File: config.mk
export PLATFORM = sky130hd
export DESIGN_NAME = moving_average_filter
export DESIGN_NICKNAME = d
export VERILOG_FILES = /design/src/rtl/filter_pkg.sv /design/src/rtl/sample_ring_buf.sv /design/src/rtl/moving_average_filter.sv
export SDC_FILE = /design/constraint.sdc
export NUM_CORES = 1
export LEC_CHECK = 0
export ABC_AREA = 1
export CELL_PAD_IN_SITES_DETAIL_PLACEMENT = 1
export CELL_PAD_IN_SITES_GLOBAL_PLACEMENT = 1
export CORE_MARGIN = 2
export CORE_UTILIZATION = 49
export DETAILED_ROUTE_END_ITERATION = 6
export PLACE_DENSITY = 0.81
export SLEW_MARGIN = 15
export SYNTH_ARGS = -nofsm -noshare
export SYNTH_HDL_FRONTEND = slang
export SYNTH_SLANG_ARGS = --single-unit
File: constraint.sdc
create_clock -name clk -period 5.49 [get_ports clk]
set_input_delay 1.098 -clock clk [delete_from_list [all_inputs] [get_ports clk]]
set_output_delay 1.098 -clock clk [all_outputs]
set_load 0.05 [all_outputs]
File: src/rtl/filter_pkg.sv
// Shared definitions for the filter blocks and their benches.
//   DATA_W_DEF  : default sample width in bits
//   MAX_WIN_DEF : default history depth (power of two)
//   win_sel_e   : encoding of the window-length selector
//   fill_state_e: control states of the moving-average filter
//   win_log2()  : log2 of the window length selected by a win_sel code
package filter_pkg;

  localparam int DATA_W_DEF  = 8;
  localparam int MAX_WIN_DEF = 16;

  typedef enum logic [1:0] {
    WIN_2  = 2'b00,
    WIN_4  = 2'b01,
    WIN_8  = 2'b10,
    WIN_16 = 2'b11
  } win_sel_e;

  typedef enum logic {
    ST_FILL = 1'b0,
    ST_RUN  = 1'b1
  } fill_state_e;

  function automatic logic [2:0] win_log2(input logic [1:0] sel);
    logic [2:0] r_log;
    case (win_sel_e'(sel))
      WIN_2:   r_log = 3'd1;
      WIN_4:   r_log = 3'd2;
      WIN_8:   r_log = 3'd3;
      default: r_log = 3'd4;
    endcase
    return r_log;
  endfunction

endpackage

File: src/rtl/sample_ring_buf.sv
// Sample history storage for the moving-average filter.
// One synchronous write port and one combinational read port; contents
// are never reset (the filter gates stale entries with its fill count).
// Ports:
//   clk       : clock, rising edge
//   i_wr_en   : write i_wr_data at i_wr_addr
//   i_wr_addr : write address
//   i_wr_data : sample to store
//   i_rd_addr : read address
//   o_rd_data : stored sample at i_rd_addr (combinational)
module sample_ring_buf
  import filter_pkg::*;
#(
  parameter int DATA_W = DATA_W_DEF,
  parameter int DEPTH  = MAX_WIN_DEF
) (
  input  logic                     clk,
  input  logic                     i_wr_en,
  input  logic [$clog2(DEPTH)-1:0] i_wr_addr,
  input  logic [DATA_W-1:0]        i_wr_data,
  input  logic [$clog2(DEPTH)-1:0] i_rd_addr,
  output logic [DATA_W-1:0]        o_rd_data
);

  logic [DATA_W-1:0] r_mem [DEPTH];

  always_ff @(posedge clk) begin
    if (i_wr_en) begin
      r_mem[i_wr_addr] <= i_wr_data;
    end
  end

  assign o_rd_data = r_mem[i_rd_addr];

endmodule

File: src/rtl/moving_average_filter.sv
// Windowed moving average of an unsigned sample stream.
// A running sum is updated per accepted sample by adding the new sample and
// subtracting the one leaving the window; the mean is the sum shifted right
// by log2(N). Changing win_sel flushes the window (history RAM is kept).
// Ports:
//   clk       : clock, rising edge
//   rst       : synchronous active-high reset
//   in_valid  : in_data holds a new sample (no backpressure)
//   in_data   : unsigned sample
//   win_sel   : window length, 00=2 01=4 10=8 11=16
//   out_valid : one-cycle pulse, avg_out updated
//   avg_out   : truncated windowed mean, held between pulses
//   win_full  : at least N samples accepted since the last flush
module moving_average_filter
  import filter_pkg::*;
#(
  parameter int DATA_W  = DATA_W_DEF,
  parameter int MAX_WIN = MAX_WIN_DEF
) (
  input  logic              clk,
  input  logic              rst,
  input  logic              in_valid,
  input  logic [DATA_W-1:0] in_data,
  input  logic [1:0]        win_sel,
  output logic              out_valid,
  output logic [DATA_W-1:0] avg_out,
  output logic              win_full
);

  localparam int PTR_W = $clog2(MAX_WIN);
  localparam int SUM_W = DATA_W + PTR_W;
  localparam int CNT_W = PTR_W + 1;
  localparam logic [CNT_W-1:0] CNT_MAX = CNT_W'(MAX_WIN);

  logic [1:0]        r_win_q;
  logic [PTR_W-1:0]  r_wr_ptr;
  logic [CNT_W-1:0]  r_fill_cnt;
  logic [SUM_W-1:0]  r_sum;
  fill_state_e       r_state;
  logic              r_out_valid;
  logic [DATA_W-1:0] r_avg;

  fill_state_e       w_state_next;
  logic              w_win_full;
  logic              w_flush;
  logic              w_accept;
  logic [2:0]        w_shift;
  logic [CNT_W-1:0]  w_n;
  logic [CNT_W-1:0]  w_fill_base;
  logic [CNT_W-1:0]  w_fill_next;
  logic [SUM_W-1:0]  w_sum_base;
  logic [SUM_W-1:0]  w_sum_next;
  logic [PTR_W-1:0]  w_rd_addr;
  logic [DATA_W-1:0] w_old_raw;
  logic [DATA_W-1:0] w_old;

  assign w_flush  = (win_sel != r_win_q);
  assign w_accept = in_valid & ~rst;

  // When not flushing win_sel equals r_win_q, so win_sel is always the
  // window in force for this cycle's sample (including the flush sample).
  assign w_shift = win_log2(win_sel);
  assign w_n     = CNT_W'(1) << w_shift;

  // A flush coinciding with a sample starts the new window from empty.
  assign w_fill_base = w_flush ? '0 : r_fill_cnt;
  assign w_sum_base  = w_flush ? '0 : r_sum;

  // Oldest sample in the window sits N slots behind the write pointer;
  // for N == MAX_WIN that is the slot about to be overwritten.
  assign w_rd_addr = r_wr_ptr - PTR_W'(w_n);

  sample_ring_buf #(
    .DATA_W (DATA_W),
    .DEPTH  (MAX_WIN)
  ) u_ring (
    .clk       (clk),
    .i_wr_en   (w_accept),
    .i_wr_addr (r_wr_ptr),
    .i_wr_data (in_data),
    .i_rd_addr (w_rd_addr),
    .o_rd_data (w_old_raw)
  );

  // Until the window is full the departing slot holds stale data.
  assign w_old       = (w_fill_base >= w_n) ? w_old_raw : '0;
  assign w_sum_next  = w_sum_base + SUM_W'(in_data) - SUM_W'(w_old);
  assign w_fill_next = (w_fill_base == CNT_MAX) ? CNT_MAX : w_fill_base + CNT_W'(1);

  // Datapath registers
  always_ff @(posedge clk) begin
    r_win_q <= win_sel;
    if (rst) begin
      r_wr_ptr    <= '0;
      r_fill_cnt  <= '0;
      r_sum       <= '0;
      r_out_valid <= 1'b0;
      r_avg       <= '0;
    end else begin
      r_out_valid <= in_valid;
      if (in_valid) begin
        r_wr_ptr   <= r_wr_ptr + PTR_W'(1);
        r_fill_cnt <= w_fill_next;
        r_sum      <= w_sum_next;
        r_avg      <= DATA_W'(w_sum_next >> w_shift);
      end else if (w_flush) begin
        r_fill_cnt <= '0;
        r_sum      <= '0;
      end
    end
  end

  // Control FSM: state register
  always_ff @(posedge clk) begin
    if (rst) begin
      r_state <= ST_FILL;
    end else begin
      r_state <= w_state_next;
    end
  end

  // Control FSM: next state
  always_comb begin
    w_state_next = r_state;
    if (in_valid) begin
      w_state_next = (w_fill_next >= w_n) ? ST_RUN : ST_FILL;
    end else if (w_flush) begin
      w_state_next = ST_FILL;
    end
  end

  // Control FSM: outputs
  always_comb begin
    w_win_full = (r_state == ST_RUN);
  end

  assign out_valid = r_out_valid;
  assign avg_out   = r_avg;
  assign win_full  = w_win_full;

endmodule

==> reports/qor.csv, run 1 <==
metric;value;unit
status;finished, final reports clean;
tns;0;ns
cts_tree;yes;
path_buf_inv;7;
wire_per_inst;23.10;um
p_leak;3.991;nW
worstHoldStart;avg_out[1]$_SDFFE_PP0P_;
clockPowerShare;31.3;%
yosysTopAreaCell;edfxtp_1;
synth_edf_count;128;
comb_power_share;31.9;%
wirelength;26700;um
nNetsFinal;977;
max-slew-margin-rel;30.51;%
syn_to_final_growth;21.67;%
path_max_fanout;22;
path_class;in -> reg;
period_needed;5.275;ns
switchingPower;1.274;mW
async_flop_share;0;%
arrival;5.65;ns
synthTopCellsByCount;239 x nand2_1, 128 x edfxtp_1, 85 x inv_1;
grt_pass1_wl;41710;um
die-area;17610;um^2
sw_frac_of_total;34.27;%
fin_skew;0.007102;ns
max_freq;189.6;MHz
fp-row-count;47;
clockBufferDepth;2;
fp.coreArea;16410;um^2
p_int;2.445;mW
start_util;49.47;%
numCtsBuffers;17;
avgViaCountPerCell;5.920;
portBuffers;22;
post-synth-top-count-cell;nand2_1;
fillCellCount;1796;
timing.rr.start;r_wr_ptr[0]$_SDFFE_PP0P_;
antenna_found_initial;0;
syn_avg_cell_area;9.628;um^2
die_y;132.7;um
syn_nets;897;
finalCritPeriodShare;96.08;%
drv_cap;0;
required;5.87;ns
cts.sinks;161;
cp_slowest_stage_delay;0.53;ns
path_clk_slew;0.07;ns
synth.ff_latch_count;161;
place_congestion;0.8724;
ys_warn_count;0;
grt_pass1_vias;7500;
setup_violations;0;
worstSkewPairLatency;0.44;ns
synthTopCellsByArea;edfxtp_1 47%, nand2_1 11%, dfxtp_1 8.1%;
die_x;132.7;um
drt_first_pass_iters;5;
htree_num_levels;4;
antennaDiodeCount;0;
overflow;0;
slew_viol_final;0;
synth_top_area_share;47.36;%
final_cells;1156;
synth_cells;843;
num_vias;6843;
cp-end-kind;flip-flop;
ios;23;
groute.usage.overall;31.38;%
tightest_slew;1.039;ns
startpoint;win_sel[1];
crit_family;adder cells;
synth_area;8117;um^2
yosysSeqAreaShare;55.50;%
hold_viol;0;
antenna_left;0;
drc;0;
cts_hold_buf;0;
drive_gt1_share;18.38;%
dp_hpwl;16760;um
dpl.cell_count;1116;
vdd_drop_max;0.2625;mV
grt_max_degree;46;
power_density;376.6;nW/um^2
drtIter0Drc;562;
ys.flop_type;edfxtp_1;
worst_path_max_delay_cell;fa_2;
cts_root_buf;clkbuf_16;
synth.distinct_cells;36;
start_kind;input port;
hold_path.class;reg -> reg;
seqPwrFrac;36.8;%
[registers in the layout, indices dropped and copies added (netlist names)]
signal        cells
out_valid         1
u_ring.r_mem    128
r_sum            12
r_fill_cnt        5
win_full          1
r_win_q           2
r_wr_ptr          4
avg_out           8
[what timing repair did]
item	CTS	global route
gates resized for setup	28	28
setup buffers	4	1
setup endpoints to repair	8	9
gates cloned	3	0
pin swaps	8	16
[power groups by stage]
| stage | registers, mW | logic, mW | clock network, mW |
|---|---|---|---|
| final | 1.37 | 1.19 | 1.16 |
| after floorplan | 1.42 | 0.592 | 0 |
| after CTS | 1.37 | 1.12 | 1.15 |
| after global routing | 1.37 | 1.29 | 1.21 |
| after detailed placement | 1.39 | 1.01 | 0 |
| after global placement | 1.39 | 0.962 | 0 |
[worst register-to-register path: stages, from the launching register on]
cell      delay (ns)
dfxtp_1         0.37
inv_2           0.06
ha_1            0.20
inv_2           0.07
fa_2            0.48
buf_12          0.18
buf_6           0.13
buf_16          0.16
a32o_1          0.29
nand2_1         0.08
a21oi_1         0.08
nor3_2          0.27
fa_2            0.53
fa_2            0.42
inv_2           0.08
nand3_1         0.10
nand2_2         0.13
nand2_1         0.06
nand3b_1        0.19
nand3_2         0.12
nand3_1         0.10
nand2_1         0.09
nor2_1          0.11
nor2_1          0.06
nor2_1          0.09
[final timing paths]
kind / slack (ns) / cells after the start / endpoint
worst max-delay path: 0.22 / 27 / avg_out[5]$_SDFFE_PP0P_
worst min-delay path: 0.47 / 2 / avg_out[1]$_SDFFE_PP0P_
worst max register to register: 1.00 / 24 / avg_out[5]$_SDFFE_PP0P_
worst min register to register: 0.47 / 2 / avg_out[1]$_SDFFE_PP0P_
[metrics by stage]
step                      hold slack [ns]  power [mW]  cell area [um^2]  util, %  worst slack, ns
after floorplan                    0.4506       2.013              8117        -           0.4528
after global placement             0.4413       2.353              8977    54.72          -0.4472
after detailed placement           0.4626       2.403              8977    54.72          -0.6043
after CTS                          0.4779       3.641              9784    59.64           0.1799
after global routing               0.5099       3.874              9876    60.19         -0.07570
final                              0.4734       3.719              9876    60.19           0.2153
[cell families (layout without fill, tap and decap cells)]
kind of cell	count (synthesis)	after routing	share of synthesized area [%]
buffers and inverters	124	217	6.182
adders and majority gates	41	41	7.153
DFF	161	161	55.50
AOI/OAI and AO/OA	135	135	10.73
xor gates and xnor gates	6	6	1.064
and+or+nand+nor	376	376	19.38
[area by class of cell]
cell class | count | area, um^2 | area share [%]
multi-input cells | 558 | 3317 | 33.59
inverters | 93 | 349.1 | 3.535
repair buffers | 92 | 869.6 | 8.805
well taps | 220 | 275.3 | 2.787
clock buffers | 18 | 429.2 | 4.346
clock inverters | 14 | 131.4 | 1.330
flip-flops and latches | 161 | 4504 | 45.61
[layer usage]
layer,track usage [%],part of all wire (%)
met5,0,0
met4,15.53,3.8
met3,5.057,5.4
met2,54.92,51
met1,37.63,39
[cell usage in the layout, fill, tap and decap left out, types with 3 or more instances in the layout]
| cell type | Yosys | layout |
|---|---|---|
| nand2_1 | 239 | 234 |
| edfxtp_1 | 128 | 128 |
| inv_1 | 85 | 82 |
| buf_4 | 3 | 60 |
| nand3_1 | 56 | 50 |
| nor2_1 | 51 | 49 |
| a21oi_1 | 58 | 48 |
| dfxtp_1 | 33 | 33 |
| o21ai_0 | 30 | 29 |
| a32o_1 | 25 | 25 |
| ha_1 | 32 | 25 |
| clkdlybuf4s50_1 | 0 | 20 |
| clkbuf_16 | 0 | 17 |
| nand2_2 | 7 | 12 |
| a21oi_2 | 0 | 10 |
| inv_2 | 6 | 9 |
| nand3_2 | 3 | 9 |
| o22ai_1 | 6 | 6 |
| fa_1 | 9 | 6 |
| nand4_1 | 5 | 5 |
| nor3_2 | 0 | 5 |
| clkinvlp_4 | 0 | 5 |
| buf_12 | 0 | 5 |
| a32oi_1 | 4 | 4 |
| ha_4 | 0 | 4 |
| clkinv_1 | 2 | 3 |
| nand3b_1 | 3 | 3 |
| nor2_2 | 2 | 3 |
| fa_2 | 0 | 3 |
| ha_2 | 0 | 3 |
| inv_6 | 0 | 3 |
| buf_16 | 0 | 3 |
Note: power is estimated with default switching activity, not from simulation.
==> run 2, diff against run 1 <==
--- a/config.mk
+++ b/config.mk
@@ -5,14 +5,16 @@
 export SDC_FILE = /design/constraint.sdc
 export NUM_CORES = 1
 export LEC_CHECK = 0
-export ABC_AREA = 1
+export ABC_AREA = 0
 export CELL_PAD_IN_SITES_DETAIL_PLACEMENT = 1
 export CELL_PAD_IN_SITES_GLOBAL_PLACEMENT = 1
 export CORE_MARGIN = 2
-export CORE_UTILIZATION = 49
+export CORE_UTILIZATION = 51
 export DETAILED_ROUTE_END_ITERATION = 6
+export GPL_ROUTABILITY_DRIVEN = 0
 export PLACE_DENSITY = 0.81
 export SLEW_MARGIN = 15
 export SYNTH_ARGS = -nofsm -noshare
 export SYNTH_HDL_FRONTEND = slang
 export SYNTH_SLANG_ARGS = --single-unit
+export TNS_END_PERCENT = 10
==> reports/qor.csv, run 2 <==
metric;value;unit
status;complete, but fails checks;
failed_checks;setup timing;
numCtsBuffers;17;
worst_path_max_delay_cell;a211oi_1;
drtIter0Drc;491;
sw_frac_of_total;36.58;%
start_kind;input port;
cp-end-kind;flip-flop;
maxUsedRoutingLayer;met4;
power_density;418.5;nW/um^2
portBuffers;22;
fp.coreArea;15830;um^2
grt_pass1_wl;39290;um
avgViaCountPerCell;6.210;
path_max_fanout;16;
setup_violations;9;
nNetsFinal;844;
overflow;0;
drc;0;
p_int;2.830;mW
final_util;67.36;%
period_needed;5.735;ns
wire_per_inst;27.49;um
fin_total_pwr;4.462;mW
setup_ws;-0.2446;ns
async_flop_share;0;%
synth_area;8224;um^2
switchingPower;1.632;mW
synth_cells;672;
syn_avg_cell_area;12.24;um^2
drt_first_pass_iters;5;
slew_viol_final;0;
max-slew-margin-rel;35.48;%
start_util;51.96;%
tns;-1.182;ns
synthTopCellsByArea;edfxtp_1 47%, dfxtp_1 8.0%, mux4_2 4.9%;
antenna_left;0;
fp-row-count;46;
path_class;in -> reg;
die_x;131.0;um
final_common_cell;edfxtp_1;
arrival;6.09;ns
rsz0062_at_grt;yes;
whs;0.4894;ns
wirelength;28010;um
synth_edf_count;128;
top_register;u_ring.r_mem;
num_vias;6328;
seqPwrFrac;30.9;%
drt-met1-wl;10280;um
worstSkewPairLatency;0.44;ns
ios;23;
die-area;17160;um^2
comb_power_share;42.3;%
hold_viol;0;
syn_to_final_growth;29.64;%
synth.ff_latch_count;161;
path_clk_slew;0.08;ns
path_cells;buf_8 -> ha_4 -> nor2b_4 -> ha_4 -> inv_2 -> fa_2 -> buf_12 -> buf_12 -> a211oi_1 -> a211oi_1 -> a21oi_4 -> a211oi_4 -> fa_1 -> inv_1 -> ha_4 -> o21ai_1 -> nand2b_1 -> buf_4 -> a211o_1 -> a32oi_2 -> or2_1 -> o2111ai_1 -> a211oi_1;
grt_pass1_vias;6662;
drive_gt1_share;33.37;%
finalCritPeriodShare;104.5;%
clockPowerShare;26.8;%
vdd_drop_max;0.2611;mV
cts_hold_buf;0;
clockBufferDepth;2;
hold_path.class;reg -> reg;
antennaDiodeCount;0;
cp_slowest_stage_delay;0.64;ns
dp_hpwl;16410;um
fillCellCount;1501;
antenna_found_initial;0;
required;5.85;ns
ys_warn_count;0;
ys.flop_type;edfxtp_1;
wl_met2;14530;um
yosysTopAreaCell;edfxtp_1;
p_leak;3.869;nW
fin_skew;0.01104;ns
cts.sinks;161;
grt_max_degree;41;
cts_tree;yes;
synth.distinct_cells;67;
htree_num_levels;4;
yosysSeqAreaShare;54.77;%
synthTopCellsByCount;128 x edfxtp_1, 67 x nor2_1, 49 x a211oi_1;
max_freq;174.4;MHz
syn_nets;726;
synth_top_area_share;46.74;%
post-synth-top-count-cell;edfxtp_1;
largest_register_ffs;128;
tightest_slew;0.9642;ns
cts_root_buf;clkbuf_16;
groute.usage.overall;31.80;%
drv_cap;0;
die_y;131.0;um
wl_met3;1654;um
most-common-layout-cells;128 x edfxtp_1, 107 x buf_4, 65 x nor2_1, 35 x nand2_1, 33 x dfxtp_1;
## run 2: area by class of cell
cell class / count / area (um^2) / area share [%]
Clock buffer: 17 / 425.4 / 3.990
Inverter: 37 / 141.4 / 1.326
Multi-Input combinational cell: 435 / 3974 / 37.27
Timing Repair Buffer: 138 / 1184 / 11.10
Tap cell: 216 / 270.3 / 2.535
Sequential cell: 161 / 4504 / 42.25
Clock inverter: 15 / 162.7 / 1.526
## run 2: power by group through the flow
stage               combinational (mW)  clock, mW  sequential (mW)
floorplan                        0.771          0             1.45
detailed placement                1.36          0             1.41
finish                            1.89       1.20             1.38
CTS                               1.59       1.19             1.38
global route                      1.97       1.24             1.38
global placement                  1.31          0             1.40
## run 2: cell families after synthesis
family / count (synthesis) / share of synthesized area [%]
AOI/OAI and AO/OA: 141 / 12.79
xor gates and xnor gates: 19 / 2.206
adders and majority gates: 43 / 7.303
buffers and inverters: 76 / 3.758
DFF: 161 / 54.77
muxes: 46 / 8.444
and+or+nand+nor: 186 / 10.73
## run 2: critical path, delay by kind of cell
family	cells	cell delay, ns
adder cells (fa/ha/maj)	5	1.60
AO/OA/AOI/OAI	9	2.14
buffers and inverters	6	0.76
AND/OR/NAND/NOR	3	0.46
## run 2: path summary, 6_finish.rpt
kind	startpoint	endpoint	slack (ns)	cells after the start
worst max register to register	r_wr_ptr[0]$_SDFFE_PP0P_	avg_out[6]$_SDFFE_PP0P_	0.26	21
worst min register to register	avg_out[1]$_SDFFE_PP0P_	avg_out[1]$_SDFFE_PP0P_	0.49	2
worst min-delay path	avg_out[1]$_SDFFE_PP0P_	avg_out[1]$_SDFFE_PP0P_	0.49	2
worst max-delay path	win_sel[1]	avg_out[6]$_SDFFE_PP0P_	-0.24	23
## run 2: what timing repair did
action / 4_1_cts / 5_1_grt
gates resized for setup: 64 / 45
setup endpoints to repair: 16 / 13
pin swaps: 26 / 33
setup buffers: 21 / 5
## run 2: stage by stage
| step | std cells | area (um^2) | worst slack (ns) |
|---|---|---|---|
| 2_1_floorplan | 672 | 8324 | -0.1690 |
| 3_3_place_gp | 962 | 9363 | -0.9838 |
| 3_5_place_dp | 962 | 9363 | -1.200 |
| 4_1_cts | 1015 | 10380 | -0.1326 |
| 5_1_grt | 1019 | 10660 | -0.3452 |
| 6_report | 1019 | 10660 | -0.2446 |
## run 2: metal layers
layer	up-vias	track usage [%]
met1	3162	36.27
met3	117	6.393
met2	309	56.35
met4	0	16.83
li1	2740	-
met5	-	0
==> run 3, diff against run 2 <==
==> constraint.sdc (replaced) <==
create_clock -name clk -period 5.79 [get_ports clk]
set_input_delay 1.158 -clock clk [delete_from_list [all_inputs] [get_ports clk]]
set_output_delay 1.158 -clock clk [all_outputs]
set_load 0.05 [all_outputs]
==> reports/qor.csv, run 3 (synthesis gave the netlist of run 2 again) <==
metric;value;unit
wl_met3;1400;um
dp_hpwl;16970;um
multi_input_area;3872;um^2
avgViaCountPerCell;6.204;
p_leak;3.806;nW
clockBufferDepth;2;
cp-end-kind;flip-flop;
final_cells;1008;
most-common-layout-cells;128 x edfxtp_1, 98 x buf_4, 64 x nor2_1, 38 x nand2_1, 33 x dfxtp_1;
whs;0.5040;ns
setup_violations;0;
start_kind;input port;
ios;23;
drt_first_pass_iters;5;
start_util;51.96;%
largest_register_ffs;128;
maxUsedRoutingLayer;met4;
die_x;131.0;um
final_util;66.30;%
portBuffers;22;
path_max_fanout;6;
vdd_drop_max;0.3203;mV
drv_cap;0;
antenna_found_initial;0;
num_vias;6254;
fp-row-count;46;
drc;0;
path_class;in -> reg;
groute.usage.overall;32.48;%
dpl.cell_count;964;
hold_path.class;reg -> reg;
max_freq;174.1;MHz
cts.sinks;161;
fin_total_pwr;4.071;mW
grt_pass1_vias;6676;
regArea;4504;um^2
power_density;388.0;nW/um^2
period_needed;5.745;ns
grt_max_degree;40;
final_common_cell;edfxtp_1;
required;6.07;ns
hold_viol;0;
cts_tree;yes;
die_y;131.0;um
pre_cts_slack;-1.033;ns
drive_gt1_share;30.81;%
path_clk_slew;0.07;ns
slew_viol_final;0;
htree_num_levels;4;
tns;0;ns
die-area;17160;um^2
max-slew-margin-rel;36.21;%
placed_cell_area;9329;um^2
wire_per_inst;26.80;um
arrival;6.02;ns
status;finished, final reports clean;
grt_pass1_wl;39980;um
syn_to_final_growth;27.60;%
wirelength;27020;um
nNetsFinal;833;
top_register;u_ring.r_mem;
numCtsBuffers;17;
cts_root_buf;clkbuf_16;
antenna_left;0;
fillCellCount;1530;
drtIter0Drc;625;
setup_ws;0.04517;ns
worstSkewPairLatency;0.44;ns
overflow;0;
drt-met1-wl;9951;um
wl_met2;14320;um
fin_area;10490;um^2
fp.coreArea;15830;um^2
fin_skew;0.01401;ns
antennaDiodeCount;0;
tightest_slew;0.9538;ns
finalCritPeriodShare;99.22;%
==> run 3: changes by cell type in the layout (fill, tap and decap cells not counted), sizes merged <==
cell	delta
buf	-12
bufbuf	+1
bufinv	+2
clkbuf	+3
clkinv	-2
inv	-3
==> run 3: layer usage <==
layer / vias to the layer above / global-route usage, %
met5: - / 0
met4: 0 / 15.33
met3: 90 / 5.782
met2: 269 / 59.56
met1: 3179 / 36.58
li1: 2716 / -
==> run 3: final cells by class <==
| class | count | share of cell area (%) |
|---|---|---|
| flip-flops and latches | 161 | 42.92 |
| clock inverters | 12 | 1.395 |
| repair buffers | 127 | 10.50 |
| inverters | 37 | 1.347 |
| well taps | 216 | 2.575 |
| clock buffers | 20 | 4.352 |
| multi-input cells | 435 | 36.90 |
==> run 3: critical path: stages <==
cell,delay [ns]
buf_4,0.14
ha_4,0.17
nor2b_4,0.13
ha_4,0.14
inv_2,0.04
fa_2,0.61
buf_6,0.17
buf_4,0.14
mux4_2,0.52
a211oi_2,0.37
a211o_1,0.20
fa_1,0.49
ha_4,0.34
nand3_1,0.18
and3b_1,0.27
a311oi_4,0.21
buf_6,0.18
nor2_1,0.07
a2111oi_2,0.36
a211oi_1,0.12
==> run 3: path summary, 6_finish.rpt <==
kind	end	cells after the start	from	slack (ns)
worst min register to register	r_sum[7]$_SDFF_PP0_	2	r_sum[7]$_SDFF_PP0_	0.50
worst max register to register	avg_out[6]$_SDFFE_PP0P_	18	r_wr_ptr[0]$_SDFFE_PP0P_	0.71
worst min-delay path	r_sum[7]$_SDFF_PP0_	2	r_sum[7]$_SDFF_PP0_	0.50
worst max-delay path	avg_out[6]$_SDFFE_PP0P_	20	win_sel[1]	0.05
==> run 3: report_power, final <==
part           internal (mW)  switching, mW  leakage, nW  total, mW
Clock                  0.670          0.508        0.297       1.18
Sequential              1.29         0.0206         1.42       1.31
Combinational          0.725          0.860         2.08       1.58
==> run 3: timing repair <==
action	CTS	global route
hold buffers	0	0
resized for setup	45	49
setup endpoints to repair	17	11
pin swaps	14	26
cloned	1	0
setup buffers	9	2
